File: config.mk
export PLATFORM = sky130hd
export DESIGN_NAME = regfile_sb
export DESIGN_NICKNAME = d
export VERILOG_FILES = /design/src/rtl/regfile_sb.sv
export SDC_FILE = /design/constraint.sdc
export NUM_CORES = 1
export LEC_CHECK = 0
export CAP_MARGIN = 20
export CORE_ASPECT_RATIO = 1.2
export CORE_MARGIN = 2
export CORE_UTILIZATION = 35
export DETAILED_ROUTE_END_ITERATION = 10
export HOLD_SLACK_MARGIN = 0.12
export PLACE_DENSITY = 0.53
export SKIP_LAST_GASP = 1
export SLEW_MARGIN = 0
export SYNTH_ARGS = -nofsm -noshare
export SYNTH_HDL_FRONTEND = slang
export SYNTH_SLANG_ARGS = --single-unit
File: constraint.sdc
create_clock -name i_clk -period 3.25 [get_ports i_clk]
set_input_delay 0.65 -clock i_clk [delete_from_list [all_inputs] [get_ports i_clk]]
set_output_delay 0.65 -clock i_clk [all_outputs]
set_load 0.02 [all_outputs]
File: src/rtl/regfile_sb.sv
// regfile_sb: multi-port register file with two prioritised write ports,
// write-through bypass to the read ports, and a per-register pending
// scoreboard that drives the decode-stage stall signal (o_hazard).
// Register 0 is hardwired to zero and is never pending.
module regfile_sb #(
    parameter int p_WORD_LEN      = 16,
    parameter int p_REG_ADDR_LEN  = 3,
    parameter int p_REG_FILE_SIZE = 8,
    parameter int p_READ_PORTS    = 2
) (
    input  logic                                   i_clk,
    input  logic                                   i_rst_n,
    input  logic [p_READ_PORTS-1:0]                i_rd_en,
    input  logic [p_READ_PORTS*p_REG_ADDR_LEN-1:0] i_rd_addr,
    output logic [p_READ_PORTS*p_WORD_LEN-1:0]     o_rd_data,
    output logic [p_READ_PORTS-1:0]                o_rd_ready,
    output logic                                   o_hazard,
    input  logic [1:0]                             i_wr_en,
    input  logic [2*p_REG_ADDR_LEN-1:0]            i_wr_addr,
    input  logic [2*p_WORD_LEN-1:0]                i_wr_data,
    input  logic                                   i_issue_en,
    input  logic [p_REG_ADDR_LEN-1:0]              i_issue_tgt,
    input  logic                                   i_flush,
    output logic [p_REG_FILE_SIZE-1:0]             o_pending
);

    localparam int W = p_WORD_LEN;
    localparam int A = p_REG_ADDR_LEN;
    localparam int S = p_REG_FILE_SIZE;

    // Architectural state
    logic [W-1:0] regs_q [S];
    logic [W-1:0] regs_d [S];
    logic [S-1:0] pend_q;
    logic [S-1:0] pend_d;

    // Unpacked write ports
    logic [A-1:0] wr_addr_0;
    logic [A-1:0] wr_addr_1;
    logic [W-1:0] wr_data_0;
    logic [W-1:0] wr_data_1;
    logic         wr_eff_0;
    logic         wr_eff_1;

    // One-hot register selects for writes and issue (bit 0 never set)
    logic [S-1:0] wr_hot_0;
    logic [S-1:0] wr_hot_1;
    logic [S-1:0] issue_hot;

    assign wr_addr_0 = i_wr_addr[0 +: A];
    assign wr_addr_1 = i_wr_addr[A +: A];
    assign wr_data_0 = i_wr_data[0 +: W];
    assign wr_data_1 = i_wr_data[W +: W];

    // A write to register 0 is not a write at all: it neither stores nor bypasses
    assign wr_eff_0 = i_wr_en[0] & (wr_addr_0 != '0);
    assign wr_eff_1 = i_wr_en[1] & (wr_addr_1 != '0);

    assign wr_hot_0  = wr_eff_0 ? (S'(1) << wr_addr_0) : '0;
    assign wr_hot_1  = wr_eff_1 ? (S'(1) << wr_addr_1) : '0;
    assign issue_hot = (i_issue_en && (i_issue_tgt != '0)) ? (S'(1) << i_issue_tgt) : '0;

    // Next register contents: port 1 overrides port 0 on a shared target
    always_comb begin
        for (int r = 0; r < S; r++) begin
            regs_d[r] = regs_q[r];
            if (wr_hot_1[r]) begin
                regs_d[r] = wr_data_1;
            end else if (wr_hot_0[r]) begin
                regs_d[r] = wr_data_0;
            end
        end
        regs_d[0] = '0;
    end

    // Scoreboard next state: flush clears all; a new issue outranks a retiring writeback
    always_comb begin
        if (i_flush) begin
            pend_d = '0;
        end else begin
            pend_d = (pend_q & ~(wr_hot_0 | wr_hot_1)) | issue_hot;
        end
        pend_d[0] = 1'b0;
    end

    // State registers, cleared immediately on reset so in-flight writes and issues are dropped
    always_ff @(posedge i_clk or negedge i_rst_n) begin
        if (!i_rst_n) begin
            for (int r = 0; r < S; r++) begin
                regs_q[r] <= '0;
            end
            pend_q <= '0;
        end else begin
            for (int r = 0; r < S; r++) begin
                regs_q[r] <= regs_d[r];
            end
            pend_q <= pend_d;
        end
    end

    assign o_pending = pend_q;

    genvar gi;
    generate
        for (gi = 0; gi < p_READ_PORTS; gi++) begin : g_rd
            logic [A-1:0] addr;
            logic [W-1:0] data;
            logic         ready;

            assign addr = i_rd_addr[gi*A +: A];

            // Read mux: zero register, then bypass (port 1 first), then storage gated by pending
            always_comb begin
                data  = regs_q[addr];
                ready = ~pend_q[addr];
                if (addr == '0) begin
                    data  = '0;
                    ready = 1'b1;
                end else if (wr_eff_1 && (wr_addr_1 == addr)) begin
                    data  = wr_data_1;
                    ready = 1'b1;
                end else if (wr_eff_0 && (wr_addr_0 == addr)) begin
                    data  = wr_data_0;
                    ready = 1'b1;
                end
            end

            assign o_rd_data[gi*W +: W] = data;
            assign o_rd_ready[gi]       = ready;
        end
    endgenerate

    assign o_hazard = |(i_rd_en & ~o_rd_ready);

endmodule

==> metrics, run 1 <==
antenna violations before repair=0; Fin. Hold Viols=0; cell type with the highest aggregate area in the netlist=dfrtp_1; Cell variety after synth=45; Sw Pwr=1910 uW; H-Tree Depth=4; Diodes inserted=0; synthesized flop and latch total=119; Port Buffers=96; gpl congestion=0.880; layout cell share with drive strength beyond 1=0.253; Layout area overhead=31.9%; vias in the first global route=8093; drt pass-1 iters=5; worst min path class=input port to async pin; switching share of power=0.340; Worst Path Class, Setup=input port to output pin; status=complete, but fails checks; Async SR Flop Fraction=1.00; area share of the largest cell type after synthesis=0.348; critical path launch point type=input port; placed insts=1392; PD cells=496 nW/um^2; Peak VDD IR=361 uV; internal power=3690 uW; final core utilization=0.471; Vias=8017; Max Clk Rate=306 MHz; Logic pwr share=0.303; Slew headroom=0.553; Skew-Pair Late Insertion Delay=0.42 ns; die area=25700 sq um; post-layout worst setup margin=-0.0155 ns; Synth Warn #=0; Main synth FF type=dfrtp_1; Syn Area/Cell=8.89 sq um; Max FO, Critical Path=11; Die Span Y=175 um; nets=1150; leakage power total=0.00515 uW; Layout Cells excl Fill=1427; clock skew=0 ns; row cnt=62; critical path required time=2.60 ns; GRT Util Overall=0.250; routed len/inst=22.4 um; # setup viols final=1; EDFF count, synth=0; Sink Count=119; first-pass GRT wire length=49100 um; WP data arrival=2.62 ns; cell area after synthesis=8550 sq um; largest cells by area after synthesis=dfrtp_1 (35%), mux2i_1 (21%), a21oi_1 (7.4%); grt ovf=0; Core ar.=24000 sq um; RSZ-0062 raised after global routing=yes; failing checks=setup timing; CTS tree=done; crit share post-route=1.00; CP endpoint kind=output pin; DRT antenna net count=0; Root Buffer=clkbuf_16; TNS Setup=-0.0155 ns; CTS buffer count=17; Initial Util=0.357; Placement Setup Slack=-0.540 ns; clk buf depth=2; Clock Power Share=0.333; Final HPWL DP=23000 um; drt first-iter violations=632; syn nets=1017; Worst-Margin Slew=0.671 ns; drt total wl=31900 um; DRC=0; Final min period=3.27 ns; largest net degree at the start of global routing=49; max cap viols=0; Via density=5.62; fin. max-slew vios=0; IO Count=98; sequential share of the synthesized area=0.348; clock slew seen by the registers of the worst setup and hold paths=0.06 ns; Sequential Power Share=0.364; chip width=147 um; Worst Hold Margin=0.143 ns; Mapped Cells=962
## critical path, cell delays in order
cell             delay, ns
clkdlybuf4s50_1       0.51
o31a_1                0.37
and4_4                0.19
buf_12                0.15
a311oi_4              0.31
buf_4                 0.16
inv_1                 0.03
clkdlybuf4s15_2       0.24
## final timing paths
path | startpoint | to | slack [ns] | depth (start not counted)
max | i_wr_addr[1] | o_rd_ready[0] | -0.02 | 8
max in group asynchronous | i_rst_n | regs_q[78]$_DFFE_PN0P_ | 2.42 | 2
min | i_rst_n | regs_q[61]$_DFFE_PN0P_ | 0.14 | 1
max reg2reg | o_pending[3]$_DFF_PN0_ | o_pending[3]$_DFF_PN0_ | 2.41 | 3
min reg2reg | regs_q[50]$_DFFE_PN0P_ | regs_q[50]$_DFFE_PN0P_ | 0.51 | 2
min in group i_clk | regs_q[50]$_DFFE_PN0P_ | regs_q[50]$_DFFE_PN0P_ | 0.51 | 2
## power by group through the flow
stage                     logic (uW)  registers (uW)  clock network (uW)
after floorplan                 1040            1970                   0
after global placement          1700            2050                   0
after detailed placement        1720            2060                   0
after CTS                       1690            2030                1890
after global routing            1850            2080                1950
final                           1700            2040                1860
## layer usage
metal | vias up | track usage | wire (um)
met5 | - | 0 | 0
met4 | 0 | 0.0910 | 967
met3 | 55 | 0.0355 | 1530
met2 | 271 | 0.417 | 15200
met1 | 3941 | 0.331 | 14200
li1 | 3750 | - | -
## kinds of logic (layout without fill, tap and decap cells)
family                 Yosys count  count (layout)  synth area share
AO/OA/AOI/OAI                  261             261             0.188
XOR/XNOR                        12              12            0.0123
buffers and inverters          125             270            0.0691
flip-flops                     119             119             0.348
multiplexers                   214             214             0.257
other                            1               1          0.000438
AND/OR/NAND/NOR                230             230             0.125
## per-stage QoR
step	power, uW	cell area (sq um)
floorplan	3010	8550
CTS	5610	11200
detailed placement	3780	10600
global placement	3750	10600
finish	5600	11300
global route	5870	11300
## what timing repair did
item	in CTS	in global routing
endpoints found under the setup margin	35	30
pin swaps	4	6
hold buffers	0	0
cloned	0	1
gates resized for setup	147	36
buffers inserted	0	2
## state kept, by name (all words and copies together), names as in the netlist
signal     flops
regs_q       112
o_pending      7
## synthesized netlist by cell type, types with 8 or more instances
cell type and count:
mux2i_1 178, a21oi_1 127, dfrtp_1 119, nor2_1 103, nand2_1 55, buf_2 50
clkbuf_1 49, o21ai_0 42, mux2_2 35, a22oi_1 34, nand3_1 33, a221o_1 31
o21ai_1 11, buf_4 9, nor2b_1 9, buf_1 8
## cells in the final DEF, fill, tap and decap left out, drive strengths merged, types with 3 or more instances in the layout
| cell | instances |
|---|---|
| mux2i | 178 |
| buf | 170 |
| a21oi | 127 |
| dfrtp | 119 |
| nor2 | 104 |
| nand2 | 55 |
| o21ai | 53 |
| clkdlybuf4s50 | 52 |
| mux2 | 35 |
| a22oi | 34 |
| nand3 | 33 |
| a221o | 31 |
| clkbuf | 23 |
| nor2b | 9 |
| clkinv | 8 |
| xnor2 | 6 |
| xor2 | 6 |
| nand4 | 5 |
| dlygate4sd2 | 5 |
| inv | 4 |
| nor3 | 4 |
| nand2b | 3 |
| nand4b | 3 |
| o21a | 3 |
## final cells by class
type | count | area, sq um
Tap cell | 320 | 400
Clock inverter | 12 | 130
Timing Repair Buffer | 235 | 2140
Clock buffer | 19 | 443
Sequential cell | 119 | 2980
Inverter | 4 | 15.0
Multi-Input combinational cell | 718 | 5170
Fill cell | 2325 | 12700
No activity file was read; power rests on OpenSTA's default activity.
==> run 2, diff against run 1 <==
--- a/config.mk
+++ b/config.mk
@@ -9,9 +9,11 @@
 export CORE_ASPECT_RATIO = 1.2
 export CORE_MARGIN = 2
 export CORE_UTILIZATION = 35
+export CTS_BUF_LIST = sky130_fd_sc_hd__clkbuf_4 sky130_fd_sc_hd__clkbuf_8
 export DETAILED_ROUTE_END_ITERATION = 10
 export HOLD_SLACK_MARGIN = 0.12
 export PLACE_DENSITY = 0.53
+export SETUP_SLACK_MARGIN = 0.15
 export SKIP_LAST_GASP = 1
 export SLEW_MARGIN = 0
 export SYNTH_ARGS = -nofsm -noshare
==> run 2 against run 1 <==
Highest routed layer unchanged. The flow now finishes without violations. Worst setup slack gained 0.21 ns. Clock power shrank 26%. Sequential power is essentially flat. Non-clock buffer count grew 8. Utilization is essentially flat.
==> metrics, run 2 (same netlist as run 1, synthesis figures left out) <==
Port Buffers=96; drt first-iter violations=650; Clock Power Share=0.265; most flop-heavy register=regs_q; Core ar.=24000 sq um; Reg2Reg Capture Point=o_pending[3]$_DFF_PN0_; CTS tree=done; Worst-Margin Slew=0.674 ns; Sw Pwr=1870 uW; gpl congestion=0.880; drt pass-1 iters=5; CP endpoint kind=output pin; Layout Cells excl Fill=1435; Slew headroom=0.551; row cnt=62; most common library cell in the layout ignoring fill and taps=mux2i_1; CTS buffer count=17; placed cell areas=10600 sq um; commonest cells after routing, fill and taps aside=mux2i_1 (178), buf_4 (125), dfrtp_1 (119), a21oi_1 (115), nor2_1 (85); GRT busiest layer=met2; met1 usage=0.337; Largest register FFs=112; Initial Util=0.357; routed len/inst=22.8 um; clock slew seen by the registers of the worst setup and hold paths=0.07 ns; largest net degree at the start of global routing=49; Final HPWL DP=23000 um; Layout area overhead=32.0%; layout cell share with drive strength beyond 1=0.278; first-pass GRT wire length=49600 um; FF-to-FF Start=o_pending[3]$_DFF_PN0_; RSZ-0062 raised after global routing=no; FF-to-FF path depth=3; DRT antenna net count=0; switching share of power=0.363; crit share post-route=0.941; grt ovf=0; vias in the first global route=8153; nets=1158; PD cells=457 nW/um^2; status=finished, final reports clean; fin. max-slew vios=0; met2 Use GR=0.425; H-Tree Depth=4; clock skew=0 ns; DRC=0; WP data arrival=2.41 ns; Logic pwr share=0.340; Fillers=2334; final instance area=11300 sq um; routing usage on met3=0.0334; Fin. Hold Viols=0; GRT Util Overall=0.252; Vias=8068; Worst Path Class, Setup=input port to output pin; Final min period=3.06 ns; R2R setup slack=2.40 ns; Max Clk Rate=327 MHz; critical path launch point type=input port; placed insts=1392; Max FO, Critical Path=8; Sink Count=119; clk buf depth=2; drt total wl=32700 um; Sequential Power Share=0.395; critical path required time=2.60 ns; Worst Hold Margin=0.508 ns; worst min path class=flop to flop; Peak VDD IR=246 uV; Placement Setup Slack=-0.540 ns; hold path endpoint=regs_q[50]$_DFFE_PN0P_; max cap viols=0; Root Buffer=clkbuf_8; leakage power total=0.00513 uW; hold_sp=regs_q[50]$_DFFE_PN0P_; hold path cells=2; Skew-Pair Late Insertion Delay=0.45 ns; Die Span Y=175 um; Via density=5.62; antenna violations before repair=0; IO Count=98; Diodes inserted=0; die area=25700 sq um; # setup viols final=0; chip width=147 um; post-layout worst setup margin=0.191 ns; internal power=3290 uW
-- run 2: cell types whose count changed in the layout (fill, tap and decap cells not counted), moves of 3 or more --
| cell | before | now |
|---|---|---|
| clkdlybuf4s50_1 | 52 | 47 |
| buf_4 | 119 | 125 |
| buf_6 | 6 | 16 |
| nor2_2 | 2 | 13 |
| a21oi_1 | 118 | 115 |
| buf_2 | 25 | 20 |
| clkbuf_8 | 1 | 18 |
| a21oi_2 | 9 | 12 |
| clkbuf_16 | 18 | 1 |
| nor2_1 | 102 | 85 |
| nor2_4 | 0 | 6 |
-- run 2: how the worst max path moves through the flow --
stage | start | to | slack (ns) | cells past startpoint
global route | i_rd_addr[2] | o_rd_data[10] | 0.15 | 10
CTS | i_wr_addr[0] | o_rd_data[20] | 0.14 | 8
finish | i_rd_addr[2] | o_rd_data[13] | 0.19 | 10
floorplan | i_wr_addr[3] | o_rd_data[30] | 0.49 | 5
detailed placement | i_wr_addr[3] | o_rd_data[20] | -0.54 | 8
global placement | i_wr_addr[3] | o_rd_data[20] | -0.60 | 8
-- run 2: critical path, stage by stage --
cell and delay (ns):
clkbuf_2 0.10, buf_12 0.14, xor2_1 0.14, buf_4 0.15, buf_4 0.13, or4_4 0.58
clkbuf_16 0.22, nor2_2 0.10, a21oi_2 0.06, buf_6 0.14
-- run 2: metrics by stage --
stage                     TNS, ns  power, uW  utilization
after floorplan                 0       3010            -
after global placement     -14.58       3750        0.443
after detailed placement   -13.42       3780        0.443
after CTS                       0       5110        0.463
after global routing            0       5420        0.471
final                           0       5160        0.471
-- run 2: routing by layer --
layer  vias to the layer above  wire length, um
met2                       291            15700
met3                        48             1710
met1                      3972            14400
li1                       3757                -
met4                         0              818
met5                         -                0
-- run 2: power groups by stage --
stage / Combinational [uW] / Clock [uW] / Sequential, uW
after floorplan: 1040 / 0 / 1970
after global placement: 1700 / 0 / 2050
after detailed placement: 1720 / 0 / 2060
after CTS: 1700 / 1380 / 2030
after global routing: 1910 / 1440 / 2070
final: 1760 / 1370 / 2040
-- run 2: what timing repair did --
| action | in CTS | in global routing |
|---|---|---|
| endpoints found under the setup margin | 35 | 34 |
| hold endpoints to repair | 17 | 0 |
| pin swaps | 12 | 12 |
| buffers inserted | 4 | 3 |
| cloned | 2 | 1 |
| hold buffers | 1 | 0 |
| gates resized for setup | 208 | 46 |
-- run 2: area by class of cell --
type,instances,area (sq um),share of cell area
Multi-Input combinational cell,718,5260,0.465
Sequential cell,119,2980,0.264
Timing Repair Buffer,243,2260,0.200
Tap cell,320,400,0.0355
Clock buffer,19,255,0.0226
Clock inverter,12,130,0.0115
Inverter,4,15.0,0.00133
==> run 3, diff against run 2 <==
--- a/config.mk
+++ b/config.mk
@@ -5,6 +5,7 @@
 export SDC_FILE = /design/constraint.sdc
 export NUM_CORES = 1
 export LEC_CHECK = 0
+export ABC_AREA = 1
 export CAP_MARGIN = 20
 export CORE_ASPECT_RATIO = 1.2
 export CORE_MARGIN = 2
==> run 3 against run 2 <==
Clock power increased by 14%. Worst hold slack lost 0.36 ns. Largest cell class unchanged. Clock skew stayed put. Critical endpoint is now o_rd_data[24]. Maximum frequency rose by 1.4%.
==> metrics, run 3 <==
CTS tree=done; Layout area overhead=28.1%; TNS Setup=0 ns; WP data arrival=2.37 ns; Max Clk Rate=331 MHz; area share of the largest cell type after synthesis=0.329; Largest register FFs=112; Die Span Y=180 um; Crit path largest cell delay=0.49 ns; EDFF count, synth=0; syn nets=1551; commonest cells after routing, fill and taps aside=nand2_1 (520), nand3_1 (165), o21ai_0 (161), nor2_1 (128), dfrtp_1 (119); routed len/inst=19.7 um; vias in the first global route=10300; status=finished, final reports clean; grt ovf=0; clock skew=0 ns; synthesized flop and latch total=119; Top delay family on crit path=buffers and inverters; Slowest-stage cell, CP=clkdlybuf4s50_1; Final min period=3.02 ns; worst path bufs/invs=5; fin. max-slew vios=0; first-pass GRT wire length=59900 um; nets=1690; Root Buffer=clkbuf_8; critical path required time=2.60 ns; row cnt=64; Initial Util=0.355; H-Tree Depth=4; Core ar.=25500 sq um; Sequential Power Share=0.377; # setup viols final=0; Peak VDD IR=238 uV; gpl congestion=0.929; FF-to-FF path depth=2; Reg2Reg Capture Point=o_pending[4]$_DFF_PN0_; most instantiated library cell after synthesis=nand2_1; largest cells by area after synthesis=dfrtp_1 (33%), nand2_1 (22%), nand3_1 (9.2%); Logic pwr share=0.327; worst min path class=input port to async pin; IO Count=98; layout cell share with drive strength beyond 1=0.149; clk buf depth=2; Port Buffers=96; drt first-iter violations=875; Worst Hold Margin=0.145 ns; switching share of power=0.388; PD cells=457 nW/um^2; FF-to-FF Start=o_pending[4]$_DFF_PN0_; Mapped Cells=1496; cell area after synthesis=9040 sq um; most flop-heavy register=regs_q; Sw Pwr=2050 uW; Async SR Flop Fraction=1.00; max cap viols=0; drt pass-1 iters=5; Skew-Pair Late Insertion Delay=0.46 ns; cell type with the highest aggregate area in the netlist=dfrtp_1; Slew headroom=0.401; Fin. Hold Viols=0; die area=27100 sq um; DRC=0; CP endpoint kind=output pin; sequential share of the synthesized area=0.329; RSZ-0062 raised after global routing=yes; Post-synth top cells=nand2_1 (521), nand3_1 (166), o21ai_0 (161), nor2_1 (139), dfrtp_1 (119); CTS Hold Bufs=0; internal power=3240 uW; largest net degree at the start of global routing=67; Max FO, Critical Path=8; drt total wl=38900 um; R2R setup slack=2.50 ns; Worst Path Class, Setup=input port to output pin; Diodes inserted=0; clock slew seen by the registers of the worst setup and hold paths=0.08 ns; Syn Area/Cell=6.04 sq um; Sink Count=119; Via density=5.37; Synth Warn #=0; antenna violations before repair=0; Main synth FF type=dfrtp_1; critical path launch point type=input port; leakage power total=0.00583 uW; most common library cell in the layout ignoring fill and taps=nand2_1; crit path cell chain=clkdlybuf4s50_1 > a21boi_4 > buf_4 > nand3_4 > buf_12 > nand2_1 > inv_1 > a21oi_1 > clkdlybuf4s15_2; CTS buffer count=17; Fillers=2766; crit share post-route=0.928; Worst-Margin Slew=0.898 ns; Final HPWL DP=26800 um; DRT antenna net count=0; Clock Power Share=0.295; GRT Util Overall=0.292; Cell variety after synth=31; chip width=151 um; Vias=10600
[run 3: cell types whose count changed after synthesis, moves of 31 or more]
cell	change
inv_1	+110
a221o_1	-31
nand3_1	+133
o211ai_1	+46
a22oi_1	-34
mux2i_1	-178
nor2_1	+36
nand2_1	+466
o21ai_0	+119
a21oi_1	-109
mux2_2	-35
[run 3: stage by stage]
stage                     power [uW]   util  setup WS (ns)  cells  area, sq um
after floorplan                 2980      -          0.680   1496         9040
after global placement          3750  0.434         -0.436   1935        11100
after detailed placement        3760  0.434         -0.422   1935        11100
after CTS                       5290  0.452         0.0449   1975        11500
after global routing            5620  0.455          0.133   1978        11600
final                           5290  0.455          0.233   1978        11600
[run 3: layout make-up]
type / instances / area (sq um) / share of cell area
clock buffer: 18 / 248 / 0.0214
clock inverter: 14 / 186 / 0.0161
inverter: 125 / 473 / 0.0408
multi-input combinational: 1141 / 5220 / 0.450
sequential: 119 / 2980 / 0.257
tap: 330 / 413 / 0.0357
timing repair buffer: 231 / 2070 / 0.178
[run 3: per-layer routing]
layer	part of all wire	up-vias	GRT usage
li1	-	5121	-
met1	0.43	5003	0.390
met2	0.48	417	0.478
met3	0.053	89	0.0334
met4	0.037	0	0.121
met5	0	-	0
[run 3: logic make-up (layout without fill, tap and decap cells)]
family | Yosys count | after routing | share of synthesized area
other | 1 | 1 | 0.000415
AO/OA/AOI/OAI | 289 | 289 | 0.179
buffers and inverters | 236 | 388 | 0.105
flip-flops | 119 | 119 | 0.329
XOR/XNOR | 2 | 2 | 0.00194
AND/OR/NAND/NOR | 849 | 849 | 0.385
[run 3: worst max path at each step]
stage | start | to | slack, ns | cells after the start
5_1_grt | i_rd_addr[2] | o_rd_data[4] | 0.13 | 12
4_1_cts | i_wr_addr[4] | o_rd_data[4] | 0.04 | 10
2_1_floorplan | i_rd_addr[3] | o_rd_data[27] | 0.68 | 12
3_3_place_gp | i_rd_addr[1] | o_rd_data[4] | -0.44 | 10
3_5_place_dp | i_rd_addr[1] | o_rd_data[4] | -0.42 | 10
6_report | i_wr_en[1] | o_rd_data[24] | 0.23 | 9
[run 3: power by group through the flow]
stage                     combinational, uW  sequential, uW  clock, uW
after floorplan                        1030            1960          0
after global placement                 1740            2010          0
after detailed placement               1750            2010          0
after CTS                              1710            1990       1590
after global routing                   1930            2030       1650
final                                  1730            2000       1560
[run 3: timing repair]
action,4_1_cts,5_1_grt
buffers inserted,8,2
setup endpoints to repair,35,32
pin swaps,3,4
resized for setup,143,27
gates cloned,0,1
[run 3: worst reg2reg max path, cell delays in order, from the launching register on]
cell and delay [ns]:
dfrtp_1 0.43, nand3_1 0.12, a21oi_1 0.13
